--- config.mk ---
export PLATFORM = sky130hd
export DESIGN_NAME = alu_arbiter
export DESIGN_NICKNAME = d
export VERILOG_FILES = /design/src/rtl/alu_arbiter_pkg.sv /design/src/rtl/alu_arbiter_alu.sv /design/src/rtl/alu_arbiter.sv
export SDC_FILE = /design/constraint.sdc
export NUM_CORES = 1
export LEC_CHECK = 0
export BUFFER_PORTS_ARGS = -buffer_cell sky130_fd_sc_hd__buf_4
export CAP_MARGIN = 20
export CORE_ASPECT_RATIO = 1.75
export CORE_MARGIN = 2
export CORE_UTILIZATION = 50
export DETAILED_ROUTE_END_ITERATION = 12
export PLACE_DENSITY = 0.81
export SETUP_SLACK_MARGIN = 0.4
export SLEW_MARGIN = 20
export SYNTH_ARGS = -nofsm -noshare
export SYNTH_HDL_FRONTEND = slang
export SYNTH_HIERARCHICAL = 1
export SYNTH_SLANG_ARGS = --single-unit
export TNS_END_PERCENT = 20
--- constraint.sdc ---
create_clock -name clk -period 4.4 [get_ports clk]
set_input_delay 0.88 -clock clk [delete_from_list [all_inputs] [get_ports clk]]
set_output_delay 0.88 -clock clk [all_outputs]
set_load 0.05 [all_outputs]
--- src/rtl/alu_arbiter_pkg.sv ---
// rtl/alu_arbiter_pkg.sv - shared op codes, widths and FSM states for the ALU arbiter
package alu_arbiter_pkg;

   localparam int DATA_W = 32;
   localparam int CTRL_W = 4;

   localparam logic [CTRL_W-1:0] OP_SLL     = 4'd0;
   localparam logic [CTRL_W-1:0] OP_SRL     = 4'd1;
   localparam logic [CTRL_W-1:0] OP_SRA     = 4'd2;
   localparam logic [CTRL_W-1:0] OP_ADD     = 4'd3;
   localparam logic [CTRL_W-1:0] OP_SUB     = 4'd4;
   localparam logic [CTRL_W-1:0] OP_OR      = 4'd5;
   localparam logic [CTRL_W-1:0] OP_AND     = 4'd6;
   localparam logic [CTRL_W-1:0] OP_XOR     = 4'd7;
   localparam logic [CTRL_W-1:0] OP_SEQ     = 4'd8;
   localparam logic [CTRL_W-1:0] OP_SNE     = 4'd9;
   localparam logic [CTRL_W-1:0] OP_SLT     = 4'd10;
   localparam logic [CTRL_W-1:0] OP_SGT     = 4'd11;
   localparam logic [CTRL_W-1:0] OP_SLE     = 4'd12;
   localparam logic [CTRL_W-1:0] OP_SGE     = 4'd13;
   localparam logic [CTRL_W-1:0] OP_LHI     = 4'd14;
   localparam logic [CTRL_W-1:0] OP_ILLEGAL = 4'd15;

   typedef enum logic [1:0] {
      ST_IDLE = 2'd0,
      ST_EXEC = 2'd1,
      ST_RESP = 2'd2
   } arbState_t;

   // Turn a single compare outcome into a full-width boolean word.
   function automatic logic [DATA_W-1:0] boolWord(input logic flag);
      return {{(DATA_W-1){1'b0}}, flag};
   endfunction

endpackage

--- src/rtl/alu_arbiter_alu.sv ---
// rtl/alu_arbiter_alu.sv - combinational shared ALU, unsigned compares, B as shift amount
module alu
   import alu_arbiter_pkg::*;
(
   input  logic [DATA_W-1:0] opA,
   input  logic [DATA_W-1:0] opB,
   input  logic [CTRL_W-1:0] opCtrl,
   output logic [DATA_W-1:0] result
);

   logic [4:0] shiftAmt;

   assign shiftAmt = opB[4:0];

   // Decode the op code into the result; the illegal code yields zero.
   always_comb begin
      result = '0;
      case (opCtrl)
         OP_SLL:  result = opA << shiftAmt;
         OP_SRL:  result = opA >> shiftAmt;
         OP_SRA:  result = $unsigned($signed(opA) >>> shiftAmt);
         OP_ADD:  result = opA + opB;
         OP_SUB:  result = opA - opB;
         OP_OR:   result = opA | opB;
         OP_AND:  result = opA & opB;
         OP_XOR:  result = opA ^ opB;
         OP_SEQ:  result = boolWord(opA == opB);
         OP_SNE:  result = boolWord(opA != opB);
         OP_SLT:  result = boolWord(opA <  opB);
         OP_SGT:  result = boolWord(opA >  opB);
         OP_SLE:  result = boolWord(opA <= opB);
         OP_SGE:  result = boolWord(opA >= opB);
         OP_LHI:  result = {opB[15:0], 16'h0000};
         default: result = '0;
      endcase
   end

endmodule

--- src/rtl/alu_arbiter.sv ---
// rtl/alu_arbiter.sv - two-requester round-robin front end to one shared ALU
module alu_arbiter
   import alu_arbiter_pkg::*;
#(
   parameter bit RR_INIT = 1'b0
)(
   input  logic              clk,
   input  logic              rst_n,
   input  logic              req0_valid,
   output logic              req0_ready,
   input  logic [DATA_W-1:0] req0_a,
   input  logic [DATA_W-1:0] req0_b,
   input  logic [CTRL_W-1:0] req0_ctrl,
   input  logic              req1_valid,
   output logic              req1_ready,
   input  logic [DATA_W-1:0] req1_a,
   input  logic [DATA_W-1:0] req1_b,
   input  logic [CTRL_W-1:0] req1_ctrl,
   output logic              rsp0_valid,
   input  logic              rsp0_ready,
   output logic [DATA_W-1:0] rsp0_data,
   output logic              rsp0_err,
   output logic              rsp1_valid,
   input  logic              rsp1_ready,
   output logic [DATA_W-1:0] rsp1_data,
   output logic              rsp1_err,
   output logic              busy
);

   arbState_t         state;
   logic              prioPtr;
   logic              owner;
   logic [DATA_W-1:0] latA;
   logic [DATA_W-1:0] latB;
   logic [CTRL_W-1:0] latCtrl;
   logic [DATA_W-1:0] aluResult;
   logic              grant0;
   logic              grant1;
   logic              ownerTaken;

   // A requester wins if it is alone or holds the priority pointer.
   assign grant0 = req0_valid & (~req1_valid | ~prioPtr);
   assign grant1 = req1_valid & (~req0_valid |  prioPtr);

   assign req0_ready = (state == ST_IDLE) & grant0;
   assign req1_ready = (state == ST_IDLE) & grant1;

   assign ownerTaken = owner ? rsp1_ready : rsp0_ready;

   alu uAlu (
      .opA    (latA),
      .opB    (latB),
      .opCtrl (latCtrl),
      .result (aluResult)
   );

   // Accept one operation, compute it for one cycle, then hold the response until consumed.
   always_ff @(posedge clk or negedge rst_n) begin
      if (!rst_n) begin
         state      <= ST_IDLE;
         prioPtr    <= RR_INIT;
         owner      <= 1'b0;
         latA       <= '0;
         latB       <= '0;
         latCtrl    <= '0;
         rsp0_valid <= 1'b0;
         rsp0_data  <= '0;
         rsp0_err   <= 1'b0;
         rsp1_valid <= 1'b0;
         rsp1_data  <= '0;
         rsp1_err   <= 1'b0;
         busy       <= 1'b0;
      end else begin
         case (state)
            ST_IDLE: begin
               if (req0_ready) begin
                  latA    <= req0_a;
                  latB    <= req0_b;
                  latCtrl <= req0_ctrl;
                  owner   <= 1'b0;
                  prioPtr <= 1'b1;
                  state   <= ST_EXEC;
                  busy    <= 1'b1;
               end else if (req1_ready) begin
                  latA    <= req1_a;
                  latB    <= req1_b;
                  latCtrl <= req1_ctrl;
                  owner   <= 1'b1;
                  prioPtr <= 1'b0;
                  state   <= ST_EXEC;
                  busy    <= 1'b1;
               end
            end
            ST_EXEC: begin
               if (owner) begin
                  rsp1_valid <= 1'b1;
                  rsp1_err   <= (latCtrl == OP_ILLEGAL);
                  rsp1_data  <= (latCtrl == OP_ILLEGAL) ? '0 : aluResult;
               end else begin
                  rsp0_valid <= 1'b1;
                  rsp0_err   <= (latCtrl == OP_ILLEGAL);
                  rsp0_data  <= (latCtrl == OP_ILLEGAL) ? '0 : aluResult;
               end
               state <= ST_RESP;
            end
            ST_RESP: begin
               if (ownerTaken) begin
                  rsp0_valid <= 1'b0;
                  rsp1_valid <= 1'b0;
                  state      <= ST_IDLE;
                  busy       <= 1'b0;
               end
            end
            default: begin
               state <= ST_IDLE;
               busy  <= 1'b0;
            end
         endcase
      end
   end

endmodule

* Yosys cells after proc, flatten, opt, wreduce, memory -nomap -nowiden
Cells that the tools add are included.
** Storage, ports and cells
- Flip-flop bits (word level) :: 141
- Bits of input ports :: 142
- Output and inout port bits :: 71
- Word-level logic and storage cells :: 94
** Cells by class
- Add/subtract/negate cells :: 2
- $lt $le $gt $ge :: 4
- Eq/ne operators :: 23
- Shift-type cells :: 3
- Multiplexer cells :: 24
- Bitwise logic cells :: 14
- Reduce and logical (&&, ||, !) cells :: 11
** Operators by type and width (number)
- $pmux 32 s15 :: 1
- $mux 32 :: 5
- $add 32x32->32 :: 1
- $and 32x32->32 :: 1
- $eq 32x32->1 :: 1
- $eq 4x4->1 const B :: 8
- $ge 32x32->1 :: 1
- $gt 32x32->1 :: 1
- $le 32x32->1 :: 1
- $lt 32x32->1 :: 1
- $ne 32x32->1 :: 1
- $or 32x32->32 :: 1
- $shl 32x5->32 :: 1
- $shr 32x5->32 :: 1
- $sshr 32x5->32 :: 1
- $sub 32x32->32 :: 1
- $xor 32x32->32 :: 1
- $eq 4x3->1 const B :: 4
- $mux 1 :: 9
- $reduce_and 3->1 :: 3
- $eq 4x2->1 const B :: 2
- $mux 4 :: 2
- $reduce_and 2->1 :: 4
- $mux 2 :: 3
- other kinds (14) :: 26

* Longest topological paths before layout
- Depth in word-level cells :: 7
- Mapped depth :: 18
- Gate-level depth less buffers :: 14

* Modules after synthesis
Netlist, hierarchy kept.
** By module, submodules not included
- alu :: instances 1, cells an instance 1327, area each 8647.0 sq um, sequential area each 0.0 sq um
- alu_arbiter :: instances 1, cells an instance 510, area each 5684.2 sq um, sequential area each 3528.4 sq um

* Least setup slack after synthesis
Ideal clock, no wire load.
- Path kind :: register to register
- Start :: reg latB[1]
- End :: reg rsp0_data[29]
- Setup time :: 0.083 ns
- Data arrival time :: 3.955 ns
- Data required time :: 4.317 ns
- Slack :: 0.362 ns
- Cell stages (with the launch flop) :: 19
- Buffers on the path :: 5
- Period minus slack after synthesis :: 4.038 ns
- Cell sequence :: dfrtp_1 clkbuf_1 inv_1 buf_2 buf_2 buf_2 buf_2 ha_1 a211o_1 o211ai_1 a21o_1 o41a_1 o21ai_2 a221oi_2 or4_1 a32o_1 o21ai_1 nand2_1 o21ai_0
** On the way
- Word-level cells in the longest chain between the ends :: 3
- Elaborated cells between the ends (all ways) :: 7
- Classes of those cells :: add/sub: 2; shift: 3; mux: 2
** RTL lines
- from (decl) :: line alu_arbiter.sv:34 : logic [DATA_W-1:0] latB;
- from (signal assigned) :: line alu_arbiter.sv:78 : latB <= req0_b;
- from (signal assigned) :: line alu_arbiter.sv:86 : latB <= req1_b;
- $sub 32x32->32 (tied with other cells) :: line alu_arbiter_alu.sv:23 : OP_SUB: result = opA - opB;
- $pmux 32 s15 * :: line alu_arbiter_alu.sv:18 : case (opCtrl)
- named net aluResult[29] :: line alu_arbiter.sv:36 : logic [DATA_W-1:0] aluResult;
- $mux 32 * :: line alu_arbiter.sv:102 : rsp0_data <= (latCtrl == OP_ILLEGAL) ? '0 : aluResult;
- to (signal assigned) :: line alu_arbiter.sv:102
- to (decl) :: line alu_arbiter.sv:21 : output logic [DATA_W-1:0] rsp0_data,
Mark *: on every way through the listed nets, which the timed path passes. The rest lies on a longest branch.
A chain may end at the register's enable or synchronous reset.

* Final worst setup path
- Start :: reg latB[10]
- End :: reg rsp0_data[28]
** On the way
- Word-level cells in the longest chain between the ends :: 3
- Elaborated cells between the ends (all ways) :: 4
- Classes of those cells :: add/sub: 2; mux: 2
** RTL lines (line)
- $sub 32x32->32 / $add 32x32->32 (equally long branches) :: alu_arbiter_alu.sv:23, alu_arbiter_alu.sv:22
- $pmux 32 s15 * :: alu_arbiter_alu.sv:18
- named net aluResult[28] :: alu_arbiter.sv:36
- $mux 32 * :: alu_arbiter.sv:102
Marked as above.

==> impl_metrics.tcl <==
set metrics [dict create \
    rr_worst_depth 13 \
    async_flop_share 1.00 \
    ys_types 88 \
    synth_ff_type "dfrtp_1" \
    clk_path_buf_depth 2 \
    reg2reg_setup_slack_ps 390 \
    timing.fmax_ghz 0.250 \
    first_pass_iters 8 \
    place_hpwl_mm 51.9 \
    first_global_vias 15981 \
    die_w_um 132 \
    worst_slew_pin_slew_ps 872 \
    place.gp.congestion 1.07 \
    hold_viol 0 \
    overflow 0 \
    period_share 0.911 \
    hold_buffers 0 \
    yosysSeqAreaShare 0.246 \
    cp-start-kind "flop" \
    vias 16547 \
    cts_made_buffers 17 \
    synthCells 1837 \
    startpoint "latB[10]" \
    clkLatencyLatePin_ps 460 \
    critPathRequiredTime_ps 4700 \
    syn_avg_cell_area_um2 7.80 \
    initial_core_util 0.504 \
    area_growth_syn_to_layout_pct 21.0 \
    ys.warnings.count 6 \
    core_area_um2 28400 \
    die_area_um2 30100 \
    num_antenna_cells 0 \
    syn_nets 2088 \
    regToRegStartpoint "latB[10]" \
    drive_above_1_share 0.207 \
    track_usage 0.433 \
    layout.nets 2289 \
    tns_ps 0 \
    grt_max_degree 94 \
    synthesis.area_um2 14300 \
    wl_mm 66.5 \
    maxCapViolCount 0 \
    viasPerCell 6.81 \
    cts_setup_buffers 0 \
    rsz0062_at_grt "true" \
    whs_ps 478 \
    crit_path_end_kind "flop" \
    htree_num_levels 4 \
    path_class "reg2reg" \
    ys_seq_elements 141 \
    setup.worst_path.end "rsp0_data[28]" \
    wire_per_inst_um 27.4 \
    grt_pass1_wl_mm 98.0 \
    final_max_slew_viol_count 0 \
    cts_tree "built" \
    mostFrequentLayoutCells "325 x buf_4, 213 x nand2_1, 160 x nor2_1" \
    cts-root-buf "clkbuf_16" \
    hold_class "in2async" \
    rr_endpoint "rsp0_data[28]" \
    rows 82 \
    drtIter0Drc 1966 \
    status "finished, final reports clean" \
    clock_sinks 141 \
    synth-edff-count 0 \
    route.detailed.drc 0 \
    arrival_ps 4310 \
    antenna_found_initial 0 \
    antenna_left 0 \
    port_buffers 212 \
    setup_viol 0 \
    fp.dieH_um 228 \
    final_common_cell "buf_4" \
    max-slew-margin-rel 0.404 \
    skew_ps 17.0 \
    crit_path_max_fanout 8 \
    io_pins 213 \
    post-route-min-period_ps 4010 \
    path_clk_slew_ps 70 \
]
-- synthesized netlist by cell type, types with 11 or more instances --
library cell,count,area [µm²]
and3_1,74,463
inv_1,97,364
o21ai_1,21,105
o2111ai_1,15,131
o21a_1,14,105
nand2b_1,19,119
nor2_1,160,601
nor3_1,33,165
nor4_1,11,68.8
buf_1,12,45.0
a31oi_1,16,100
o221ai_1,13,114
mux4_2,11,248
o211ai_1,24,180
o22ai_1,13,81.3
mux2i_1,65,651
mux2_2,11,124
dfrtp_1,141,3530
a211o_1,12,105
a21oi_1,115,576
o21bai_1,14,105
nand2_1,213,800
buf_2,26,130
o21ai_0,153,766
a21o_1,16,120
a221o_1,81,811
a22oi_1,17,128
ha_1,107,1340
clkbuf_1,104,390
a211oi_1,23,173
nand3_1,21,105
a221oi_1,30,263
-- what timing repair did --
action / CTS / global route
cloned: 0 / 0
resized for setup: 2 / 10
endpoints found under the setup margin: 3 / 16
-- through the flow --
step	std cells	setup slack (ps)	util	area (µm²)
2_1_floorplan	1837	371	-	14300
3_3_place_gp	2396	241	0.588	16700
3_5_place_dp	2397	231	0.588	16700
4_1_cts	2429	398	0.608	17300
5_1_grt	2429	315	0.610	17300
6_report	2429	393	0.610	17300
-- state kept, by name, indices dropped and copies added (netlist names) --
signal      count
rsp1_valid      1
state           2
rsp0_data      32
rsp1_data      32
owner           1
latA           32
rsp0_valid      1
rsp0_err        1
rsp1_err        1
latCtrl         4
prioPtr         1
latB           32
busy            1
-- kinds of logic after synthesis --
kind of cell / share of synthesized area
compound gates: 0.318
simple gates: 0.188
buf+inv: 0.0704
flops: 0.246
fa+ha+maj: 0.0962
mux: 0.0784
xor+xnor: 0.00306
-- final cells by class --
cell class,instances,area [µm²]
Sequential cell,141,3530
Inverter,105,394
Clock buffer,19,443
Timing Repair Buffer,329,2490
Fill cell,2615,11100
Clock inverter,13,116
Multi-Input combinational cell,1444,9890
Tap cell,378,473
-- worst min-delay path by stage --
stage	from	end	slack [ps]	cells after the start
detailed placement	rsp1_data[20]	rsp1_data[20]	470	2
floorplan	prioPtr	prioPtr	460	1
finish	rst_n	latA[2]	480	1
global route	rsp0_data[18]	rsp0_data[18]	500	2
global placement	rsp1_data[20]	rsp1_data[20]	460	2
CTS	rsp1_data[20]	rsp1_data[20]	480	2
-- critical path, cell delays in order, from the launching register on --
cell and delay (ps):
dfrtp_1 540, inv_1 110, ha_1 500, inv_1 160
o21a_1 130, o311ai_1 430, a31oi_1 310, a211oi_1 500
o21ai_1 180, a211oi_1 370, nor2_1 80, or3_1 370
nand2_1 80, o21ai_0 90
-- metal layers --
| metal | vias to the layer above | share of wire | global-route usage |
|---|---|---|---|
| met1 | 7984 | 0.36 | 0.501 |
| met4 | 0 | 0.098 | 0.338 |
| met2 | 1013 | 0.47 | 0.709 |
| met3 | 318 | 0.075 | 0.0696 |
| li1 | 7232 | - | - |
| met5 | - | 0 | 0 |
Power is not shown: default switching activity piles up to over one toggle a cycle in this logic, so the estimate is an artifact.
